## src/rtl/tvip_apb_arbiter.sv

```systemverilog
// Round-robin arbiter that funnels N requesters onto one APB master port.
// The granted command is latched straight into the APB output registers, so
// requester-side changes after the grant cannot disturb an ongoing transfer.
// Completion (done/rdata/slverr) is combinational in the completing ACCESS cycle.
module tvip_apb_arbiter #(
    parameter int unsigned N       = 4,
    parameter int unsigned AW      = 32,
    parameter int unsigned DW      = 32,
    parameter int unsigned TIMEOUT = 16
) (
    input  logic                pclk,
    input  logic                preset,
    input  logic [N-1:0]        req,
    input  logic [N*AW-1:0]     req_addr,
    input  logic [N-1:0]        req_write,
    input  logic [N*DW-1:0]     req_wdata,
    input  logic [N*DW/8-1:0]   req_strb,
    input  logic [N*3-1:0]      req_prot,
    output logic [N-1:0]        done,
    output logic [DW-1:0]       rdata,
    output logic                slverr,
    output logic                psel,
    output logic                penable,
    output logic [AW-1:0]       paddr,
    output logic [2:0]          pprot,
    output logic                pwrite,
    output logic [DW-1:0]       pwdata,
    output logic [DW/8-1:0]     pstrb,
    input  logic                pready,
    input  logic [DW-1:0]       prdata,
    input  logic                pslverr
);

    localparam int unsigned SW = DW / 8;
    localparam int unsigned PW = (N > 1) ? $clog2(N) : 1;
    localparam int unsigned CW = (TIMEOUT > 1) ? $clog2(TIMEOUT + 1) : 1;
    // Count value seen in the stalled cycle that makes the total reach TIMEOUT.
    localparam logic [CW-1:0] WAIT_LAST = (TIMEOUT > 0) ? CW'(TIMEOUT - 1) : '0;

    localparam logic [1:0] IDLE   = 2'd0;
    localparam logic [1:0] SETUP  = 2'd1;
    localparam logic [1:0] ACCESS = 2'd2;

    logic [1:0]    state_q, state_d;
    logic [PW-1:0] ptr_q;
    logic [PW-1:0] owner_q;
    logic [CW-1:0] wait_q;
    logic [N-1:0]  req_mask;
    logic [PW-1:0] winner;
    logic [PW-1:0] winner_inc;
    logic          grant_any;
    logic          grant;
    logic          complete;
    logic          timeout_hit;

    assign timeout_hit = (TIMEOUT > 0) && (state_q == ACCESS) && !pready
                         && (wait_q == WAIT_LAST);
    assign complete    = (state_q == ACCESS) && (pready || timeout_hit);

    // The owner still holds req in its completion cycle; keep it out of the next grant.
    always_comb begin
        req_mask = req;
        if (state_q == ACCESS) begin
            req_mask[owner_q] = 1'b0;
        end
    end

    // Round-robin scan: first asserted request at ptr, ptr+1, ... modulo N.
    always_comb begin
        int            sum;
        logic [PW-1:0] idx;
        grant_any = 1'b0;
        winner    = '0;
        sum       = 0;
        idx       = '0;
        // Scan from the far end so the closest request to ptr is written last.
        for (int i = int'(N) - 1; i >= 0; i--) begin
            sum = int'(ptr_q) + i;
            if (sum >= int'(N)) begin
                sum = sum - int'(N);
            end
            idx = PW'(sum);
            if (req_mask[idx]) begin
                grant_any = 1'b1;
                winner    = idx;
            end
        end
    end

    assign grant      = grant_any && ((state_q == IDLE) || complete);
    assign winner_inc = (winner == PW'(N - 1)) ? '0 : winner + PW'(1);

    // Next-state selection for the IDLE/SETUP/ACCESS sequence.
    always_comb begin
        state_d = state_q;
        case (state_q)
            IDLE:    if (grant) state_d = SETUP;
            SETUP:   state_d = ACCESS;
            ACCESS:  if (complete) state_d = grant ? SETUP : IDLE;
            default: state_d = IDLE;
        endcase
    end

    // State, pointer, wait counter and latched APB command.
    always_ff @(posedge pclk or posedge preset) begin
        if (preset) begin
            state_q <= IDLE;
            ptr_q   <= '0;
            owner_q <= '0;
            wait_q  <= '0;
            psel    <= 1'b0;
            penable <= 1'b0;
            paddr   <= '0;
            pprot   <= '0;
            pwrite  <= 1'b0;
            pwdata  <= '0;
            pstrb   <= '0;
        end else begin
            state_q <= state_d;
            if (grant) begin
                // psel stays high across a back-to-back ACCESS->SETUP hand-over.
                ptr_q   <= winner_inc;
                owner_q <= winner;
                wait_q  <= '0;
                psel    <= 1'b1;
                penable <= 1'b0;
                paddr   <= req_addr[winner*AW +: AW];
                pprot   <= req_prot[winner*3 +: 3];
                pwrite  <= req_write[winner];
                pwdata  <= req_wdata[winner*DW +: DW];
                pstrb   <= req_write[winner] ? req_strb[winner*SW +: SW] : '0;
            end else if (state_q == SETUP) begin
                penable <= 1'b1;
            end else if (complete) begin
                psel    <= 1'b0;
                penable <= 1'b0;
            end else if ((state_q == ACCESS) && !pready && (wait_q != '1)) begin
                // Saturates so TIMEOUT=0 never wraps.
                wait_q <= wait_q + CW'(1);
            end
        end
    end

    // Response is only non-zero in the completion cycle; a timeout forces an error.
    always_comb begin
        done   = '0;
        rdata  = '0;
        slverr = 1'b0;
        if (complete) begin
            done[owner_q] = 1'b1;
            rdata         = timeout_hit ? '0 : prdata;
            slverr        = timeout_hit || pslverr;
        end
    end

endmodule

```

## config.mk

```make
export PLATFORM = sky130hd
export DESIGN_NAME = tvip_apb_arbiter
export DESIGN_NICKNAME = d
export VERILOG_FILES = /design/src/rtl/tvip_apb_arbiter.sv
export SDC_FILE = /design/constraint.sdc
export NUM_CORES = 1
export LEC_CHECK = 0
export BUFFER_PORTS_ARGS = -buffer_cell sky130_fd_sc_hd__buf_2
export CAP_MARGIN = 40
export CORE_AREA = 2 2 170 172
export CTS_CLUSTER_DIAMETER = 60
export CTS_CLUSTER_SIZE = 30
export DETAILED_ROUTE_END_ITERATION = 10
export DIE_AREA = 0 0 172 174
export HOLD_SLACK_MARGIN = 0.05
export PLACE_DENSITY = 0.51
export SETUP_SLACK_MARGIN = 0.5
export SYNTH_ARGS = -nofsm -noshare
export SYNTH_HDL_FRONTEND = slang
export SYNTH_SLANG_ARGS = --single-unit
export TNS_END_PERCENT = 20
```

## constraint.sdc

```tcl
create_clock -name pclk -period 6.1 [get_ports pclk]
set_input_delay 0.915 -clock pclk [delete_from_list [all_inputs] [get_ports pclk]]
set_output_delay 0.915 -clock pclk [all_outputs]
set_load 0.005 [all_outputs]
```

# ---- Word level (Yosys, flattened, before mapping)
# Index checks and enable logic that the tools add are counted.
dict set report word_totals {
  ff_bits 85
  inputBits 328
  output_inout_bits 111
  word_cells 108
}
dict set report classes {
  n_addsub 9
  mul 1
  magnitude_cmp 11
  n_eq_ne 9
  shift 4
  muxes 44
  bitwise 2
  n_reduce_logical 17
}
# op n
set ops {}
lappend ops {{$shiftx A128 B8 Y32} 2}
lappend ops {{$mux W32} 2}
lappend ops {{$mux W2} 11}
lappend ops {{$mux W5} 4}
lappend ops {{$lt A2 B3 Y1 const B} 6}
lappend ops {{$mux W1} 17}
lappend ops {{$shiftx A16 B5 Y4} 1}
lappend ops {{$mux W4} 3}
lappend ops {{$shiftx A12 B5 Y3} 1}
lappend ops {{$bmux W1 S2} 5}
lappend ops {{$ge A3 B3 Y1 const B} 3}
lappend ops {{$ne A2 B2 Y1 const B} 4}
lappend ops {{$sub A2 B1 Y2 const B} 4}
lappend ops {{$add A2 B2 Y3 const B} 2}
lappend ops {{$logic_and A1 B1 Y1} 6}
lappend ops {{$pmux W2 S3} 1}
lappend ops {{$add A5 B1 Y5 const B} 1}
lappend ops {{$eq A5 B4 Y1 const B} 1}
lappend ops {{$ne A5 B5 Y1 const B} 1}
lappend ops {{$and A4 B4 Y4} 1}
lappend ops {{$eq A2 B2 Y1 const B} 2}
lappend ops {{$mul A2 B2 Y4 const B} 1}
lappend ops {{$not A4 Y4} 1}
lappend ops {{$reduce_and A2 Y1} 2}
lappend ops {{12 further kinds} 15}

# ---- Logic depth before layout (Yosys ltp)
dict set report logic_depth {
  ltp_word 17
  depth_mapped 11
  ltp_nobuf 8
}

# ---- Worst setup path after synthesis
# No wires, ideal clock.
dict set report synth_path {
  path_type {in2reg}
  startpoint {input port pready}
  endpoint {register paddr[31]}
  setup_time_ps 90
  arrival_time_ps 2433
  t_required_ps 6010
  path_slack_ps 3577
  path_stages 9
  n_path_buf 4
  path_cell_list {clkbuf_1 nor2_1 a221o_1 buf_4 inv_2 nand3_1 buf_2 buf_4 o221ai_1}
}
dict set report synth_via {
  elab_chain_len 7
}
# element line
set synth_rtl {}
lappend synth_rtl {{start: declaration} 29} ;# input logic pready,
lappend synth_rtl {{$logic_not A1 Y1} 56} ;# assign timeout_hit = (TIMEOUT > 0) && (state_q == ACCESS) && !pready
lappend synth_rtl {{$logic_and A1 B1 Y1} 56}
lappend synth_rtl {{$logic_and A1 B1 Y1} 57} ;# && (wait_q == WAIT_LAST);
lappend synth_rtl {{$logic_or A1 B1 Y1 *} 58} ;# assign complete = (state_q == ACCESS) && (pready || timeout_hit);
lappend synth_rtl {{$logic_and A1 B1 Y1 *} 58}
lappend synth_rtl {{$logic_or A1 B1 Y1 *} 90} ;# assign grant = grant_any && ((state_q == IDLE) || complete);
lappend synth_rtl {{$logic_and A1 B1 Y1 *} 90}
lappend synth_rtl {{end signal: assignment} 127} ;# paddr <= req_addr[winner*AW +: AW];
lappend synth_rtl {{end: declaration} 24} ;# output logic [AW-1:0] paddr,
# Mark *: on every way between the ends. The rest lies on a longest branch, timed or not.
# A chain may end at the register's enable or synchronous reset.

# ---- Worst setup path after layout
dict set report layout_path {
  startpoint {register state_q[0]}
  endpoint {register pwdata[28]}
}
dict set report layout_via {
  elab_chain_len 9
  word_cells_on_any_way 26
  cone_classes {eq/ne: 1; shift: 1; mux: 17; reduce/logical: 7}
}
# element line
set layout_rtl {}
lappend layout_rtl {{start: declaration} 44} ;# logic [1:0] state_q, state_d;
lappend layout_rtl {{start signal: assignment} 119} ;# state_q <= state_d;
lappend layout_rtl {{$eq A2 B2 Y1} {56, 58, 63}}
lappend layout_rtl {{$mux W4} 63} ;# if (state_q == ACCESS) begin
lappend layout_rtl {{$bmux W1 S2} 83} ;# if (req_mask[idx]) begin
lappend layout_rtl {{$mux W1 (not written as such)} 83}
lappend layout_rtl {{$mux W2 / $mux W1 (equally long branches) (4 in series)} 83}
lappend layout_rtl {{$shiftx A128 B8 Y32 / $logic_and A1 B1 Y1 (equally long branches)} {130, 90}}
lappend layout_rtl {{end signal: assignment} 130} ;# pwdata <= req_wdata[winner*DW +: DW];
lappend layout_rtl {{end: declaration} 27} ;# output logic [DW-1:0] pwdata,
# Several ways; a longest one is shown, not always the timed one. The select of a mux whose other input is x is not followed.

==> results.toml <==
[global_routing]
grt_max_degree = 69
grt_pass1_vias = 5906
grt_use_total = 0.134
grt_pass1_wl_um = 31100
grt_overflow = 0
antenna_found_initial = 0

[sta]
fmax_mhz = 301
setup_viol = 0
finalHoldViolations = 0
whs_ps = 470
tightest_slew_ps = 987
final.period_utilization = 0.544
fin_skew_ps = 8.51
min_period_ps = 3320
final_max_slew_viol_count = 0
fin_setup_tns_ps = 0
rsz0062_at_grt = "false"
slew_headroom = 0.342

[die]
io_pins = 439
rows = 62
die_h_um = 174
start_util = 0.197
die_w_um = 172
die-area_sq_mm = 0.0299
coreArea_sq_mm = 0.0282

[synth]
synth_xor_xnor_area_share = 0.00473
async_flop_share = 1.00
synthAdderAreaFrac = 0.00676
synth_top_family_by_area = "multiplexers"
muxShareOfSynthArea = 0.254
syn-num-nets = 877
synthSimpleGateAreaFrac = 0.148
synth_area_sq_mm = 0.00556
ys_warn_count = 0
yosys_register_bits = 85
synth_edf_count = 0
synth.avg_cell_area_sq_um = 10.2
syn_inst = 546
yosysSeqAreaShare = 0.383
synth_cell_types = 45
synth_compound_area_frac = 0.143
ys.flop_type = "dfrtp_1"

[status]
status = "finished clean"

[drt]
drt_iter0_markers = 213
drt_first_pass_iters = 4
vias_per_cell = 4.45
route.detailed.drc = 0
antenna_left = 0
routed_wirelength_um = 21300
vias = 5985
avgRoutedWirePerCell_um = 15.8

[cts]
clock_latency_ps = 350
cts_root_buffer = "clkbuf_16"
cts_max_level = 3
cts_hold_buf = 0
numCtsBuffers = 9
cts_sinks = 85
cts_tree = "built"
post_cts_resized = 0
cts_max_path_buffers = 2
clk_pin_slew_ps = 60
post_cts_buffers = 0

[final_layout]
fillers = 3067
multi_input_area_sq_mm = 0.00313
ff_latch_area_sq_mm = 0.00213
final_layout_size_suffix_gt1_frac = 0.493
syn2layout_area_growth_pct = 50.8
diodes = 0
nets = 1286

[power]
power_mw = 3.60
ir_drop_mv = 0.249
p_leak_nw = 4.64
powerDensity_mw_per_mm2 = 429

[setup_path]
cp_data_required_time_ps = 6290
crit_path_start_kind = "flop"
cp-end-kind = "flop"
crit_type = "flop to flop"
path_max_fanout = 45
arrival_ps = 3510

[worst_hold_path]
hp-class = "flop to flop"

[placed_design]
hpwl_um = 16600
gp_congestion = 0.752
port_buffers = 438

[run]
drv_cap = 0
==> through the flow <==
| step | cells | setup WS, ps | cell area [sq um] | utilization |
|---|---|---|---|---|
| after global routing | 1344 | 2470 | 8380 | 0.297 |
| final | 1344 | 2780 | 8380 | 0.297 |
| after floorplan | 546 | 2990 | 5560 | - |
| after global placement | 1326 | 2660 | 8020 | 0.284 |
| after CTS | 1344 | 2710 | 8380 | 0.297 |
| after detailed placement | 1328 | 2660 | 8060 | 0.285 |
==> cells in the mapped netlist (all sizes together), types with 2 or more instances <==
cell	n	area, sq um
a22oi	4	30.0
and3	36	230
o221ai	68	596
ha	3	37.5
dfrtp	85	2130
nor3	12	60.1
mux2i	141	1410
nand3	11	55.1
a221o	2	20.0
nand2	88	333
nand2b	3	18.8
xor2	2	17.5
nor2	4	15.0
buf	27	233
clkbuf	21	78.8
o21ai	8	40.0
inv	7	26.3
nand3b	4	30.0
==> cell families (layout without fill, tap and decap cells) <==
logic type / count (synthesis) / in the layout
AND/OR/NAND/NOR: 167 / 167
multiplexers: 141 / 141
AO/OA/AOI/OAI: 92 / 92
flip-flops: 85 / 85
buffers and inverters: 55 / 469
adder cells (fa/ha/maj): 3 / 3
XOR/XNOR: 3 / 3
==> worst paths after layout <==
path / start / end / slack [ps] / cells past startpoint
min in group asynchronous: preset / paddr[28] / 620 / 2
worst min register to register: psel / psel / 470 / 2
worst max-delay path: state_q[0] / pwdata[28] / 2780 / 7
worst min-delay path: psel / psel / 470 / 2
max in group asynchronous: preset / pwdata[4] / 4410 / 3
worst max register to register: state_q[0] / pwdata[28] / 2780 / 7
==> flip-flops by register name, summed over array words and instances (netlist names), 2 cells and up <==
register  count
pwdata       32
owner_q       2
wait_q        5
paddr        32
state_q       2
pprot         3
ptr_q         2
pstrb         4
==> metal layers <==
metal,vias to the layer above,global-route usage,part of all wire
li1,2899,-,-
met2,267,0.253,0.52
met5,-,0,0
met4,0,0.0301,0.0089
met3,14,0.0305,0.075
met1,2805,0.152,0.40
==> cell usage in the layout (no fill, tap or decap), types with 2 or more instances in the layout <==
master	count
a221o_4	2
a22oi_1	4
and3_1	35
buf_12	3
buf_2	438
buf_4	5
bufinv_16	2
clkbuf_16	9
dfrtp_1	85
ha_1	3
inv_1	5
mux2i_1	141
nand2_1	86
nand2_2	2
nand2b_1	3
nand3_1	10
nand3b_1	4
nor2_1	4
nor3_1	12
o21ai_0	6
o21ai_1	2
o221ai_1	68
xor2_1	2
==> where the power goes <==
part           total [mW]  leakage, nW  internal, mW  switching, mW
clock network       0.619        0.160         0.372          0.246
logic                1.97         3.43         0.888           1.08
registers            1.01         1.05         0.838          0.172
total                3.60         4.64          2.10           1.50
==> layout make-up <==
class / count / share of cell area
multi-input cells: 406 / 0.373
repair buffers: 446 / 0.273
flip-flops and latches: 85 / 0.254
well taps: 384 / 0.0573
clock buffers: 11 / 0.0290
clock inverters: 5 / 0.00985
inverters: 7 / 0.00343
==> critical path, stage by stage, from the launching register on <==
cell and delay [ps]:
dfrtp_1 470, nand3b_1 210, o21ai_0 600, a21o_1 390, nand2_2 230, nand2_2 460, buf_4 530, o221ai_1 210
(Power assumes the default switching activity.)
